[config.mk]
export PLATFORM = sky130hd
export DESIGN_NAME = vga_rect_sched_flat
export DESIGN_NICKNAME = d
export VERILOG_FILES = /design/src/rtl/vga_rect_sched_if.sv /design/src/rtl/vga_rect_sched.sv /design/src/flat_wrapper.sv
export SDC_FILE = /design/constraint.sdc
export NUM_CORES = 1
export LEC_CHECK = 0
export ABC_AREA = 1
export BUFFER_PORTS_ARGS = -buffer_cell sky130_fd_sc_hd__buf_2
export CORE_ASPECT_RATIO = 1.75
export CORE_MARGIN = 2
export CORE_UTILIZATION = 45
export DETAILED_ROUTE_END_ITERATION = 8
export GPL_TIMING_DRIVEN = 0
export SYNTH_ARGS = -nofsm -noshare
export SYNTH_HDL_FRONTEND = slang
export SYNTH_SLANG_ARGS = --single-unit
[constraint.sdc]
create_clock -name TD_CLK -period 5.1 [get_ports TD_CLK]
set_clock_uncertainty 0.2 [all_clocks]
set_input_delay 1.02 -clock TD_CLK [delete_from_list [all_inputs] [get_ports TD_CLK]]
set_output_delay 1.02 -clock TD_CLK [all_outputs]
set_load 0.02 [all_outputs]
[src/rtl/vga_rect_sched_if.sv]
// Configuration/commit port of the VGA rectangle overlay scheduler.
// The master side writes descriptors and requests commits; the slave side is the scheduler.
interface vga_rect_sched_if;
  logic        cfg_valid;
  logic        cfg_ready;
  logic [2:0]  cfg_idx;
  logic [2:0]  cfg_field;
  logic [12:0] cfg_data;
  logic        commit_req;
  logic        commit_ack;
  logic        busy;

  modport master (
    output cfg_valid, cfg_idx, cfg_field, cfg_data, commit_req,
    input  cfg_ready, commit_ack, busy
  );

  modport slave (
    input  cfg_valid, cfg_idx, cfg_field, cfg_data, commit_req,
    output cfg_ready, commit_ack, busy
  );
endinterface

[src/rtl/vga_rect_sched.sv]
// Rectangle overlay scheduler: shadow descriptors copied to active set in vblank, 2-stage pixel path.
// Optional macro VGA_SCHED_BORDER_EN: rectangles hit only on their 1-pixel outline.
module vga_rect_sched #(
  parameter int N_RECT = 4,
  parameter int CW     = 11
) (
  input  logic          TD_CLK,
  input  logic          reset,
  input  logic [CW-1:0] x_pos,
  input  logic [CW-1:0] y_pos,
  input  logic          de,
  input  logic          vblank,
  vga_rect_sched_if.slave cfg,
  output logic [3:0]    rgb_r,
  output logic [3:0]    rgb_g,
  output logic [3:0]    rgb_b,
  output logic          rgb_de,
  output logic          hit,
  output logic [2:0]    hit_idx
);

  typedef enum logic [1:0] {
    ST_IDLE = 2'd0,
    ST_PEND = 2'd1,
    ST_COPY = 2'd2,
    ST_ACK  = 2'd3
  } state_t;

  state_t      state_r, state_nxt_s;
  logic [3:0]  copy_idx_r;
  logic        cfg_ready_r, busy_r, commit_ack_r;
  logic        wr_fire_s;

  logic [CW-1:0] sh_x0_r [N_RECT];
  logic [CW-1:0] sh_x1_r [N_RECT];
  logic [CW-1:0] sh_y0_r [N_RECT];
  logic [CW-1:0] sh_y1_r [N_RECT];
  logic [11:0]   sh_col_r [N_RECT];
  logic          sh_en_r  [N_RECT];
  logic [11:0]   sh_bg_r;

  logic [CW-1:0] act_x0_r [N_RECT];
  logic [CW-1:0] act_x1_r [N_RECT];
  logic [CW-1:0] act_y0_r [N_RECT];
  logic [CW-1:0] act_y1_r [N_RECT];
  logic [11:0]   act_col_r [N_RECT];
  logic          act_en_r  [N_RECT];
  logic [11:0]   act_bg_r;

  logic [N_RECT-1:0] cmp_s, hit1_r;
  logic              de1_r;
  logic              win_hit_s;
  logic [2:0]        win_idx_s;
  logic [11:0]       win_col_s;
  logic [11:0]       rgb_q_r;
  logic              rgb_de_r, hit_r;
  logic [2:0]        hit_idx_r;

  assign wr_fire_s      = cfg.cfg_valid && cfg_ready_r;
  assign cfg.cfg_ready  = cfg_ready_r;
  assign cfg.busy       = busy_r;
  assign cfg.commit_ack = commit_ack_r;

  // Control state, copy pointer and control outputs registered from the next state
  always_ff @(posedge TD_CLK or negedge reset) begin
    if (!reset) begin
      state_r      <= ST_IDLE;
      copy_idx_r   <= 4'd0;
      cfg_ready_r  <= 1'b1;
      busy_r       <= 1'b0;
      commit_ack_r <= 1'b0;
    end else begin
      state_r      <= state_nxt_s;
      copy_idx_r   <= (state_r == ST_COPY) ? copy_idx_r + 4'd1 : 4'd0;
      cfg_ready_r  <= (state_nxt_s == ST_IDLE);
      busy_r       <= (state_nxt_s == ST_PEND) || (state_nxt_s == ST_COPY);
      commit_ack_r <= (state_nxt_s == ST_ACK);
    end
  end

  // Next-state logic; COPY ends after the background slot regardless of vblank
  always_comb begin
    state_nxt_s = state_r;
    case (state_r)
      ST_IDLE: begin
        if (cfg.commit_req) state_nxt_s = ST_PEND;
        else                state_nxt_s = ST_IDLE;
      end
      ST_PEND: begin
        if (vblank) state_nxt_s = ST_COPY;
        else        state_nxt_s = ST_PEND;
      end
      ST_COPY: begin
        if (copy_idx_r == 4'(N_RECT)) state_nxt_s = ST_ACK;
        else                          state_nxt_s = ST_COPY;
      end
      ST_ACK:  state_nxt_s = ST_IDLE;
      default: state_nxt_s = ST_IDLE;
    endcase
  end

  // Shadow descriptor writes; indices beyond N_RECT match no slot and are dropped
  always_ff @(posedge TD_CLK or negedge reset) begin
    if (!reset) begin
      for (int i = 0; i < N_RECT; i++) begin
        sh_x0_r[i]  <= {CW{1'b0}};
        sh_x1_r[i]  <= {CW{1'b0}};
        sh_y0_r[i]  <= {CW{1'b0}};
        sh_y1_r[i]  <= {CW{1'b0}};
        sh_col_r[i] <= 12'h000;
        sh_en_r[i]  <= 1'b0;
      end
      sh_bg_r <= 12'h000;
    end else if (wr_fire_s) begin
      if (cfg.cfg_field == 3'd5) sh_bg_r <= cfg.cfg_data[11:0];
      for (int i = 0; i < N_RECT; i++) begin
        if (cfg.cfg_idx == 3'(i)) begin
          case (cfg.cfg_field)
            3'd0: sh_x0_r[i] <= CW'(cfg.cfg_data[10:0]);
            3'd1: sh_x1_r[i] <= CW'(cfg.cfg_data[10:0]);
            3'd2: sh_y0_r[i] <= CW'(cfg.cfg_data[10:0]);
            3'd3: sh_y1_r[i] <= CW'(cfg.cfg_data[10:0]);
            3'd4: begin
              sh_col_r[i] <= cfg.cfg_data[11:0];
              sh_en_r[i]  <= cfg.cfg_data[12];
            end
            default: ;
          endcase
        end
      end
    end
  end

  // Active set: one descriptor per COPY cycle, background in the final slot
  always_ff @(posedge TD_CLK or negedge reset) begin
    if (!reset) begin
      for (int i = 0; i < N_RECT; i++) begin
        act_x0_r[i]  <= {CW{1'b0}};
        act_x1_r[i]  <= {CW{1'b0}};
        act_y0_r[i]  <= {CW{1'b0}};
        act_y1_r[i]  <= {CW{1'b0}};
        act_col_r[i] <= 12'h000;
        act_en_r[i]  <= 1'b0;
      end
      act_bg_r <= 12'h000;
    end else if (state_r == ST_COPY) begin
      for (int i = 0; i < N_RECT; i++) begin
        if (copy_idx_r == 4'(i)) begin
          act_x0_r[i]  <= sh_x0_r[i];
          act_x1_r[i]  <= sh_x1_r[i];
          act_y0_r[i]  <= sh_y0_r[i];
          act_y1_r[i]  <= sh_y1_r[i];
          act_col_r[i] <= sh_col_r[i];
          act_en_r[i]  <= sh_en_r[i];
        end
      end
      if (copy_idx_r == 4'(N_RECT)) act_bg_r <= sh_bg_r;
    end
  end

  // Per-rectangle inclusive bounds test; inverted bounds can never satisfy it
  always_comb begin
    cmp_s = {N_RECT{1'b0}};
    for (int i = 0; i < N_RECT; i++) begin
      cmp_s[i] = act_en_r[i] &&
                 (x_pos >= act_x0_r[i]) && (x_pos <= act_x1_r[i]) &&
                 (y_pos >= act_y0_r[i]) && (y_pos <= act_y1_r[i]);
`ifdef VGA_SCHED_BORDER_EN
      cmp_s[i] = cmp_s[i] &&
                 ((x_pos == act_x0_r[i]) || (x_pos == act_x1_r[i]) ||
                  (y_pos == act_y0_r[i]) || (y_pos == act_y1_r[i]));
`endif
    end
  end

  // Stage 1 register
  always_ff @(posedge TD_CLK or negedge reset) begin
    if (!reset) begin
      hit1_r <= {N_RECT{1'b0}};
      de1_r  <= 1'b0;
    end else begin
      hit1_r <= cmp_s;
      de1_r  <= de;
    end
  end

  // Priority encode: scan downwards so the lowest index hit is the last to win
  always_comb begin
    win_hit_s = 1'b0;
    win_idx_s = 3'd0;
    win_col_s = act_bg_r;
    for (int i = N_RECT - 1; i >= 0; i--) begin
      win_hit_s = hit1_r[i] ? 1'b1         : win_hit_s;
      win_idx_s = hit1_r[i] ? 3'(i)        : win_idx_s;
      win_col_s = hit1_r[i] ? act_col_r[i] : win_col_s;
    end
  end

  // Stage 2 register: blank everything outside active video
  always_ff @(posedge TD_CLK or negedge reset) begin
    if (!reset) begin
      rgb_q_r   <= 12'h000;
      rgb_de_r  <= 1'b0;
      hit_r     <= 1'b0;
      hit_idx_r <= 3'd0;
    end else begin
      rgb_q_r   <= de1_r ? win_col_s : 12'h000;
      rgb_de_r  <= de1_r;
      hit_r     <= de1_r && win_hit_s;
      hit_idx_r <= de1_r ? win_idx_s : 3'd0;
    end
  end

  assign rgb_r   = rgb_q_r[11:8];
  assign rgb_g   = rgb_q_r[7:4];
  assign rgb_b   = rgb_q_r[3:0];
  assign rgb_de  = rgb_de_r;
  assign hit     = hit_r;
  assign hit_idx = hit_idx_r;

endmodule

[src/flat_wrapper.sv]
// flat-port wrapper written by rule: the top's interface ports become plain ports
module vga_rect_sched_flat 
#(
  parameter int N_RECT = 4,
  parameter int CW     = 11
)
  (TD_CLK, reset, x_pos, y_pos, de, vblank, rgb_r, rgb_g, rgb_b, rgb_de, hit, hit_idx, cfg_cfg_valid, cfg_cfg_idx, cfg_cfg_field, cfg_cfg_data, cfg_commit_req, cfg_cfg_ready, cfg_commit_ack, cfg_busy);
  vga_rect_sched_if cfg_i ();
  input  logic TD_CLK;
  input  logic reset;
  input  logic [CW-1:0] x_pos;
  input  logic [CW-1:0] y_pos;
  input  logic de;
  input  logic vblank;
  output logic [3:0] rgb_r;
  output logic [3:0] rgb_g;
  output logic [3:0] rgb_b;
  output logic rgb_de;
  output logic hit;
  output logic [2:0] hit_idx;
  input wire logic [$bits(cfg_i.cfg_valid)-1:0] cfg_cfg_valid;
  input wire logic [$bits(cfg_i.cfg_idx)-1:0] cfg_cfg_idx;
  input wire logic [$bits(cfg_i.cfg_field)-1:0] cfg_cfg_field;
  input wire logic [$bits(cfg_i.cfg_data)-1:0] cfg_cfg_data;
  input wire logic [$bits(cfg_i.commit_req)-1:0] cfg_commit_req;
  output wire logic [$bits(cfg_i.cfg_ready)-1:0] cfg_cfg_ready;
  output wire logic [$bits(cfg_i.commit_ack)-1:0] cfg_commit_ack;
  output wire logic [$bits(cfg_i.busy)-1:0] cfg_busy;
  assign cfg_i.cfg_valid = cfg_cfg_valid;
  assign cfg_i.cfg_idx = cfg_cfg_idx;
  assign cfg_i.cfg_field = cfg_cfg_field;
  assign cfg_i.cfg_data = cfg_cfg_data;
  assign cfg_i.commit_req = cfg_commit_req;
  assign cfg_cfg_ready = cfg_i.cfg_ready;
  assign cfg_commit_ack = cfg_i.commit_ack;
  assign cfg_busy = cfg_i.busy;
  vga_rect_sched #(.N_RECT(N_RECT), .CW(CW)) u_core (.TD_CLK(TD_CLK), .reset(reset), .x_pos(x_pos), .y_pos(y_pos), .de(de), .vblank(vblank), .cfg(cfg_i), .rgb_r(rgb_r), .rgb_g(rgb_g), .rgb_b(rgb_b), .rgb_de(rgb_de), .hit(hit), .hit_idx(hit_idx));
endmodule
# After elaboration in Yosys (flattened, before gate mapping)
# Cells that the tools add are included.
[classes]
mux = 19
n_reduce_logical = 50
n_lt_le_gt_ge = 16
n_eq_ne = 18
add_sub_neg = 1
[op_table]
columns = ["op", "count"]
rows = [
  ["greater-or-equal comparator 11 bit", 8],
  ["less-or-equal comparator 11 bit", 8],
  ["2-to-1 mux 12 bit", 5],
  ["AND reduction 3 bit", 20],
  ["logical AND 1 bit", 18],
  ["equality test 3 x 2 -> 1 bit (second input constant)", 4],
  ["2-to-1 mux 3 bit", 4],
  ["AND reduction 2 bit", 6],
  ["equality test 2 bit (second input constant)", 4],
  ["equality test 4 x 2 -> 1 bit (second input constant)", 2],
  ["case mux 2 bit (4 select lines)", 1],
  ["equality test 3 x 1 -> 1 bit (second input constant)", 2],
  ["equality test 3 bit (second input constant)", 2],
  ["logical NOT 3 bit", 2],
  ["2-to-1 mux 1 bit", 6],
  ["adder 4 x 1 -> 4 bit (second input constant)", 1],
  ["equality test 2 x 1 -> 1 bit (second input constant)", 2],
  ["equality test 4 x 1 -> 1 bit (second input constant)", 1],
  ["equality test 4 x 3 -> 1 bit (second input constant)", 1],
  ["logical NOT 2 bit", 2],
  ["logical NOT 4 bit", 1],
  ["2-to-1 mux 2 bit", 2],
  ["2-to-1 mux 4 bit", 1],
  ["logical OR 1 bit", 1],
]
[totals]
reg_bits = 511
out_inout_bits = 20
word_cells = 165
in_bits = 47

# Longest topological paths before layout
[depth]
ltp_word = 5
ltp_mapped = 12
ltp_nobuf = 12

# Worst setup path before layout
# No wires, ideal clock.
[synth_timing]
path_type = "input-to-reg"
from = "in cfg_cfg_idx[2]"
to = "reg u_core.sh_col_r[40] in the netlist's numbering"
path_stages = 6
setup_time_ns = 0.133
path_slack_ns = 2.724
n_path_buf = 2
t_required_ns = 4.767
t_arrival_ns = 2.043
cell_sequence = "buf_4 nor4_1 nand2_1 buf_2 nand2_1 o21ai_0"
[synth_between]
elab_chain_len = 2
[synth_lines]
columns = ["element", "line", "text"]
rows = [
  ["start: declaration", "flat_wrapper.sv:22", "input wire logic [$bits(cfg_i.cfg_idx)-1:0] cfg_cfg_idx;"],
  ["logical NOT 3 bit", "vga_rect_sched.sv:117", "if (cfg.cfg_idx == 3'(i)) begin"],
  ["AND reduction 3 bit (no source line)", "-", ""],
  ["end signal: indexed assignment", "vga_rect_sched.sv:124", "sh_col_r[i] <= cfg.cfg_data[11:0];"],
  ["end: declaration", "vga_rect_sched.sv:38", "logic [11:0] sh_col_r [N_RECT];"],
]
# No other way between the ends.
# A chain may end at the register's enable or synchronous reset.

# Worst setup path after layout
[layout_timing]
from = "reg u_core.copy_idx_r[0]"
to = "reg u_core.act_x0_r[2] in the netlist's numbering"
[layout_between]
elab_chain_len = 2
[layout_lines]
columns = ["element", "line", "text"]
rows = [
  ["start: declaration", "vga_rect_sched.sv:30", "logic [3:0] copy_idx_r;"],
  ["start signal: assignment", "vga_rect_sched.sv:74", "copy_idx_r <= (state_r == ST_COPY) ? copy_idx_r + 4'd1 : 4'd0;"],
  ["equality test 4 x 2 -> 1 bit", "vga_rect_sched.sv:148", "if (copy_idx_r == 4'(i)) begin"],
  ["AND reduction 2 bit (no source line)", "-", ""],
  ["end signal: indexed assignment", "vga_rect_sched.sv:138", "act_x0_r[i] <= {CW{1'b0}};"],
  ["end signal: indexed assignment", "vga_rect_sched.sv:149", "act_x0_r[i] <= sh_x0_r[i];"],
  ["end: declaration", "vga_rect_sched.sv:42", "logic [CW-1:0] act_x0_r [N_RECT];"],
]
# No other way between the ends.

==> flow_summary.toml <==
[clock_tree]
holdBufCountCts = 0
cts_tree = "done"
clock_path_buffers = 3
cts_made_buffers = 47
post_cts_resize_count = 0
insertion_delay_ns = 0.58
post_cts.repair.setup_buffers = 0
clock_sinks = 510
clkSlewWorstSetupHoldPaths_ns = 0.06
h-tree-depth = 2
cts-root-buf = "clkbuf_16"

[power_and_ir_drop]
switching_share_pct = 33.64
power_mw = 13.53
power_density_mw_per_mm2 = 516.5
leakage_nw = 13.51
combPwrFrac_pct = 30.1
pwr-share-seq_pct = 41.8
irDropWorstVdd_v = 0.0003205
p_clk_share_pct = 28.1
power.internal_mw = 8.978
power.switching_mw = 4.551

[placed_design]
gp_congestion = 0.8559
place_hpwl_um = 45690
pre_cts_ws_ns = 1.857
io_buffers = 64
placed_area_mm2 = 0.02452

[synth]
ys_warn_count = 0
synthCells = 2476
synth_compound_area_share_pct = 11.79
synth_top_area_cell = "dfrtp_1"
synth_fp_nets = 2705
yosys-mux-area-fraction_pct = 3.295
synth-main-ff-cell = "dfrtp_1"
synthAdderAreaFrac_pct = 9.799
yosys.cell_count.top_type = "dfrtp_1"
synth_area_leaders = "dfrtp_1 (55%), ha_1 (9.8%), nand2_1 (7.8%), o21ai_0 (5.7%), a21oi_1 (4.8%)"
yosysUniqueCellTypes = 30
ys_async_sr_fraction_pct = 100.0
avgSynthCellArea_um2 = 9.386
syn-cell-area_mm2 = 0.02324
yosysTopAreaCellShare_pct = 54.81
yosys.area_share.simple_pct = 14.11
ys_ff_latch = 510
synth-xor-area-share_pct = 0.03769
synth-edff-count = 0
synth_top_family_by_area = "simple AND/OR/NAND/NOR gates"
yosys-top-cells-count = "dfrtp_1 (509), nand2_1 (483), o21ai_0 (266)"
seq_area_frac_synth_pct = 54.92

[floorplanning]
fp.dieH_um = 304.6
die_area_mm2 = 0.05355
row_count = 110
ios = 67
start_util_pct = 45.39
die_w_um = 175.8
core_area_mm2 = 0.05120

[grt]
grt_util_met1_pct = 28.86
antenna_found_initial = 4
met3_usage_pct = 3.443
grt_first_pass_wirelength_um = 100200
grt.total_usage_pct = 24.82
grt_util_met2_pct = 44.31
grt-busiest-layer = "met2"
grt_max_degree = 121
grt_overflow = 0
grt_pass1_vias = 17710

[critical_path]
cp_max_fo = 10
end_kind = "flop"
critical_path.startpoint = "u_core.copy_idx_r[0]"
cp.arrival_ns = 3.07
cp-start-kind = "flop"
worst-setup-path-type = "flop to flop"
worstPathRequired_ns = 5.33
max_stage_delay_ns = 0.55
crit_chain = "ha_1, nand3_1, buf_2, clkbuf_1, a21oi_1"
slowest_stage = "nand3_1"
regToRegStartpoint = "u_core.copy_idx_r[0]"

[sta]
drv_slew = 0
slew_headroom_pct = 15.96
fin_ws_ns = 2.264
period_minus_slack_ns = 2.836
hold_violations = 0
fin_crit_sh_pct = 55.61
max_clock_freq_mhz = 352.6
worst_pin_slew_ns = 1.261
setup_viol = 0
finalSetupTns_ns = 0
grt_setup_unrepaired = "no"

[final_layout]
fin_util_pct = 51.17
drive_gt1_share_pct = 9.578
multi_input_area_mm2 = 0.009072
filler_cell_count = 4908
syn_to_final_growth_pct = 12.72
final_nets = 2822
final_area_mm2 = 0.02620
final-seq-area_mm2 = 0.01276

[routing]
first_pass_iters = 4
drt_iter0_drc = 1157
vias = 17410
drc = 0
routed_wl_um = 64710
ant_nets = 0
wl_per_cell_um = 19.58
routed_via_density = 5.268

[worst_hold_path]
hp-class = "input pin to asynchronous set/reset pin"

[flow_run]
maxCapViolations = 0

[status]
status = "finished, final reports clean"
routing by layer:
layer | vias to the layer above | routed length (µm)
li1 | 8312 | -
met1 | 8547 | 25170
met3 | 163 | 2808
met2 | 379 | 33220
met4 | 4 | 3482
met5 | - | 24
area by class of cell:
class                      instances  share of cell area [%]
buffer                           117                   1.820
clock inverter                    22                   1.175
inverter                         247                   3.539
clock buffer                      65                   5.211
timing repair buffer              68                   1.681
sequential                       510                   48.72
antenna                            1                0.009552
tap                              672                   3.210
multi-input combinational       1602                   34.63
power by group through the flow:
| stage | Clock (mW) | Sequential [mW] | Combinational [mW] |
|---|---|---|---|
| floorplan | 0 | 5.62 | 2.90 |
| global placement | 0 | 5.69 | 3.87 |
| detailed placement | 0 | 5.72 | 4.08 |
| CTS | 3.88 | 5.65 | 4.11 |
| global route | 4.04 | 5.77 | 4.73 |
| finish | 3.81 | 5.65 | 4.07 |
registers in the layout, summed over array words and instances, names as in the netlist, 2 cells and up:
register / count
u_core.sh_x0_r: 44
u_core.act_y0_r: 44
u_core.sh_en_r: 4
u_core.sh_bg_r: 12
u_core.copy_idx_r: 4
u_core.act_x0_r: 44
u_core.act_x1_r: 44
u_core.act_en_r: 4
u_core.sh_x1_r: 44
u_core.sh_col_r: 48
u_core.hit1_r: 4
u_core.rgb_q_r: 12
u_core.state_r: 2
u_core.sh_y1_r: 44
u_core.sh_y0_r: 44
u_core.hit_idx: 2
u_core.act_bg_r: 12
u_core.act_y1_r: 44
u_core.act_col_r: 48
cell families after synthesis:
kind of cell | count (synthesis)
compound gates | 535
xor+xnor | 1
other cells | 1
flops | 510
buf+inv | 364
mux | 68
simple gates | 815
fa+ha+maj | 182
layout by cell type, fill, tap and decap left out, drive strengths merged:
master    instances
a21o              7
a21oi           225
a22oi             9
a31oi             1
and2              6
buf              94
bufinv            7
clkbuf          156
clkinv           11
clkinvlp          3
conb              1
dfrtp           509
dfstp             1
diode             1
ha              182
inv             248
mux2             68
nand2           487
nand3            63
nand3b            4
nand4            14
nor2            226
nor3              7
nor4              7
o21a              8
o21ai           285
or3               1
xnor2             1
stage by stage:
| step | cells | hold WS, ns |
|---|---|---|
| after CTS | 3303 | 0.1905 |
| final | 3304 | 0.1817 |
| after floorplan | 2476 | 0.2292 |
| after global placement | 3212 | 0.2505 |
| after detailed placement | 3216 | 0.2569 |
| after global routing | 3304 | 0.2145 |
final timing paths:
check | endpoint | slack, ns | cells after the start
min in group TD_CLK | u_core.act_bg_r[1] | 0.27 | 2
max | u_core.act_x0_r[2] | 2.26 | 5
min reg2reg | u_core.act_bg_r[1] | 0.27 | 2
max reg2reg | u_core.act_x0_r[2] | 2.26 | 5
min | u_core.act_x0_r[14] | 0.18 | 1
max in group asynchronous | u_core.rgb_de | 2.55 | 4
worst max-delay path: cells and delay by family (launching register included):
family | cells | cell delay (ns)
buffers and inverters | 2 | 1.08
and+or+nand+nor | 1 | 0.55
DFF | 1 | 0.43
adders and majority gates | 1 | 0.26
AOI/OAI and AO/OA | 1 | 0.16
(Power assumes the default switching activity.)
